--- config.mk ---
export PLATFORM = sky130hd
export DESIGN_NAME = exarbiter
export DESIGN_NICKNAME = d
export VERILOG_FILES = /design/src/rtl/exarbiter_pkg.sv /design/src/rtl/exarbiter_rrpick.sv /design/src/rtl/exarbiter.sv
export SDC_FILE = /design/constraint.sdc
export NUM_CORES = 1
export LEC_CHECK = 0
export CAP_MARGIN = 15
export CORE_UTILIZATION = 35
export DETAILED_ROUTE_END_ITERATION = 7
export PLACE_DENSITY = 0.75
export SLEW_MARGIN = 20
export SYNTH_ARGS = -nofsm -noshare
export SYNTH_HDL_FRONTEND = slang
export SYNTH_SLANG_ARGS = --single-unit
--- constraint.sdc ---
create_clock -name i_clk -period 3.4 [get_ports i_clk]
set_clock_uncertainty 0.2 [all_clocks]
set_input_delay 0.51 -clock i_clk [delete_from_list [all_inputs] [get_ports i_clk]]
set_output_delay 0.51 -clock i_clk [all_outputs]
set_load 0.02 [all_outputs]
--- src/rtl/exarbiter_pkg.sv ---
// Shared exbus definitions: word width, special-class prefix field and the
// arbiter state encoding.
package exarbiter_pkg;

  localparam int EXB_WORDW = 35;

  // Prefix field of an exbus word; 2'b11 marks the special/idle class.
  localparam int         EXB_PFX_MSB     = 34;
  localparam int         EXB_PFX_LSB     = 33;
  localparam logic [1:0] EXB_PFX_SPECIAL = 2'b11;

  typedef enum logic {
    ARB_IDLE = 1'b0,
    ARB_OWN  = 1'b1
  } arb_state_t;

endpackage

--- src/rtl/exarbiter_rrpick.sv ---
// Combinational rotate-priority picker: finds the first set request bit
// searching upward from last_grant+1, wrapping modulo NS.
module exarb_rrpick #(
  parameter int NS   = 2,
  parameter int LGNS = $clog2(NS)
) (
  input  logic [NS-1:0]   i_req,
  input  logic [LGNS-1:0] i_last_grant,
  output logic            o_any,
  output logic [LGNS-1:0] o_index
);

  int              w_pos;
  logic [LGNS-1:0] w_cand;

  // Scan candidates nearest-first; the first hit wins and later hits are ignored.
  always_comb begin
    o_any   = 1'b0;
    o_index = '0;
    w_pos   = 0;
    w_cand  = '0;
    for (int off = 1; off <= NS; off++) begin
      w_pos  = (int'(i_last_grant) + off) % NS;
      w_cand = w_pos[LGNS-1:0];
      if (!o_any && i_req[w_cand]) begin
        o_any   = 1'b1;
        o_index = w_cand;
      end
    end
  end

endmodule

--- src/rtl/exarbiter.sv ---
// Packet-atomic round-robin arbiter for the exbus outgoing word channel.
// Handshake: a word moves from source k when i_stb[k] && !o_busy[k]; the
// output word is taken downstream when o_stb && !i_busy, and it is held
// unchanged while o_stb && i_busy. The grant is kept until the word flagged
// last has transferred, so packets are never interleaved.
module exarbiter
  import exarbiter_pkg::*;
#(
  parameter int   NS           = 2,
  parameter int   LGNS         = $clog2(NS),
  parameter logic OPT_LOWPOWER = 1'b0
) (
  input  logic                    i_clk,
  input  logic                    i_reset_n,
  input  logic [NS-1:0]           i_stb,
  input  logic [NS*EXB_WORDW-1:0] i_word,
  input  logic [NS-1:0]           i_last,
  output logic [NS-1:0]           o_busy,
  output logic                    o_stb,
  output logic [EXB_WORDW-1:0]    o_word,
  output logic                    o_last,
  input  logic                    i_busy,
  output logic [LGNS-1:0]         o_grant,
  output logic                    o_active
);

  arb_state_t             r_state;
  logic [LGNS-1:0]        r_grant;
  logic [LGNS-1:0]        r_last_grant;
  logic                   r_stb;
  logic                   r_last;
  logic [EXB_WORDW-1:0]   r_word;

  logic                   w_any;
  logic [LGNS-1:0]        w_pick;
  logic                   w_own_stb;
  logic                   w_own_last;
  logic [EXB_WORDW-1:0]   w_own_word;
  logic                   w_xfer;

  exarb_rrpick #(
    .NS   (NS),
    .LGNS (LGNS)
  ) u_pick (
    .i_req        (i_stb),
    .i_last_grant (r_last_grant),
    .o_any        (w_any),
    .o_index      (w_pick)
  );

  // Owner's request lines and the transfer condition (output empty or draining).
  always_comb begin
    w_own_stb  = i_stb[r_grant];
    w_own_last = i_last[r_grant];
    w_own_word = i_word[int'(r_grant)*EXB_WORDW +: EXB_WORDW];
    w_xfer     = (r_state == ARB_OWN) && w_own_stb && (!r_stb || !i_busy);
  end

  // Everyone stalls except the owner, which stalls only on a blocked output.
  always_comb begin
    o_busy = '1;
    if (i_reset_n && (r_state == ARB_OWN))
      o_busy[r_grant] = r_stb && i_busy;
  end

  // Arbitration FSM plus the single output register it feeds.
  always_ff @(posedge i_clk or negedge i_reset_n) begin
    if (!i_reset_n) begin
      r_state      <= ARB_IDLE;
      r_grant      <= '0;
      r_last_grant <= LGNS'(NS-1);
      r_stb        <= 1'b0;
      r_word       <= '0;
      r_last       <= 1'b0;
    end else begin
      case (r_state)
        ARB_IDLE: begin
          if (w_any) begin
            r_state <= ARB_OWN;
            r_grant <= w_pick;
          end
        end
        ARB_OWN: begin
          if (w_xfer && w_own_last) begin
            r_state      <= ARB_IDLE;
            r_last_grant <= r_grant;
          end
        end
        default: r_state <= ARB_IDLE;
      endcase

      if (w_xfer) begin
        r_stb  <= 1'b1;
        r_word <= w_own_word;
        r_last <= w_own_last;
      end else if (!i_busy) begin
        r_stb <= 1'b0;
        if (OPT_LOWPOWER) begin
          r_word <= '0;
          r_last <= 1'b0;
        end
      end
    end
  end

  assign o_stb    = r_stb;
  assign o_word   = r_word;
  assign o_last   = r_last;
  assign o_grant  = r_grant;
  assign o_active = (r_state == ARB_OWN);

endmodule
==> metrics.txt <==
CTS-repair resized insts 0; max_slew headroom 0.531; final-stage net count 366; final hold violations 0; worst hold slack 0.123 ns; sequential area share after synthesis 0.494; routed vias/inst 5.07; Netlist cell types 22; Post-CTS Setup Inserts 0; Worst Path Required 2.69 ns; Worst setup SP type primary input; total gr overflow 0; all-layer global routing usage 0.168; cells after synthesis 182; DRC viols 0; I/O pin count 118; Detailed Place HPWL 3450 um; CTS tree yes; area delta synth->final 61.1%; area of the multi-input gates 873 um2; routed wire length 4840 um; Inserted Diodes 0; cell total after placement 354; worst hold path class in2async; max_cap viols 0; drt first pass iters 4; CTS buffer count 5; Reg2Reg Depth 3; syn nets 259; antenna violations before repair 0; CP max FO 4; core area 5540 um2; DR iter-0 viols 75; first-pass GRT wire length 8270 um; CTS hold repair buffers 0; met2 Track Usage GR 0.299; clock-pin slew on the worst setup and hold paths 0.08 ns; commonest cells after routing, fill and taps aside clkdlybuf4s50_1 (116), dfrtp_1 (38), mux2i_1 (35), a21oi_1 (35), a31oi_1 (35); Power Dens Cells 868 nW/um2; Fmax 391 MHz; FF-to-FF setup slack 1.22 ns; share of layout cells above drive strength 1 0.0655; H-tree Lvls 2; worst r2r src o_grant; syn avg cell area 11.1 um2; number of buffers added on ports 117; Worst Setup SP i_busy; FF+latch area 1000 um2; GRT met3 Usage 0.0419; maximum vdd ir drop 352 uV; yosys warns 0; non-filler instance count after layout 362; Global Route met1 Usage 0.197; setup TNS 0 ns; initial core utilization 0.366; Slew Viols, Final 0; die area 6100 um2; type of the worst setup path in2out; Vias 1,835; Die Wd 78.1 um; RSZ-0062 raised after global routing false; Tcrit/Tclk final 0.752; FILL cells 514; post-synthesis sequential element count 40; Slew @ Worst Pin 0.704 ns; die height 78.1 um; largest net degree at the start of global routing 74; Antenna Violating Nets Remaining 0; critical path capture point type output pin; GP Congestion 0.721; status finished clean; clk_lat worst skew 0.28 ns; vias in the first global route 1,868; CP arrival 1.85 ns; leading cell type in the layout, fill and taps excluded clkdlybuf4s50_1; Most Used Layer, Global Route met2; row count 27; Clock Path Buffers 2; wire per inst 13.4 um; CTS root buffer clkbuf_8; CTS Sinks 40; min Tclk post-route 2.56 ns; endpoints failing setup 0; Mapped Area 2030 um2; Leakage 0.00133 uW
where the power goes:
| part | internal [uW] | switching [uW] |
|---|---|---|
| registers | 713 | 182 |
| clock network | 185 | 147 |
| logic | 792 | 817 |
| total | 1690 | 1150 |
flip-flops by register name, indices dropped and copies added (netlist names):
register,count
o_grant,1
o_word,35
o_last,1
r_last_grant,1
o_active,1
o_stb,1
area by class of cell:
cell class              count  area share
repair buffers            121       0.366
flip-flops and latches     40       0.307
multi-input cells         120       0.267
clock buffers               8      0.0306
well taps                  72      0.0276
inverters                   1     0.00115
layer usage:
metal  part of all wire  up-vias
li1                   -      904
met1               0.42      849
met2               0.49       78
met3              0.086        4
met4             0.0066        0
met5                  0        -
per-stage QoR:
stage               instance area, um2  utilization  worst slack, ns  power (uW)
floorplan                         2030            -             1.44        1900
global placement                  3170        0.572            0.852        2500
detailed placement                3170        0.572            0.837        2530
CTS                               3270        0.590            0.829        2870
global route                      3270        0.590            0.771        3050
finish                            3270        0.590            0.844        2840
critical path: stages:
cell and delay, ns:
clkdlybuf4s50_1 0.46, a21boi_4 0.21, nand3_1 0.09, clkdlybuf4s50_1 0.57
Yosys cell counts:
cell type | number | area share
dfrtp_1 | 39 | 0.48
a21oi_1 | 35 | 0.086
a31oi_1 | 35 | 0.11
mux2i_1 | 35 | 0.17
buf_2 | 8 | 0.020
buf_6 | 8 | 0.044
nand2_1 | 4 | 0.0074
clkbuf_1 | 3 | 0.0056
buf_4 | 2 | 0.0074
a21bo_2 | 1 | 0.0049
a21boi_2 | 1 | 0.0056
a22o_1 | 1 | 0.0043
a32o_1 | 1 | 0.0049
dfstp_2 | 1 | 0.013
inv_1 | 1 | 0.0018
mux2_2 | 1 | 0.0056
mux2_4 | 1 | 0.0074
nand3_1 | 1 | 0.0025
nand3_2 | 1 | 0.0049
nand3b_1 | 1 | 0.0037
o2bb2ai_1 | 1 | 0.0043
o31a_1 | 1 | 0.0043
worst paths after layout:
path,end
worst max-delay path,o_busy[1]
worst min-delay path,o_word[18]
worst max register to register,o_last
worst min register to register,r_last_grant
max in group asynchronous,r_last_grant
min in group i_clk,r_last_grant
kinds of logic after synthesis:
kind of cell,synth area share
AND/OR/NAND/NOR,0.0185
buffers and inverters,0.0790
multiplexers,0.186
flip-flops,0.494
AO/OA/AOI/OAI,0.223
(Power assumes the default switching activity.)
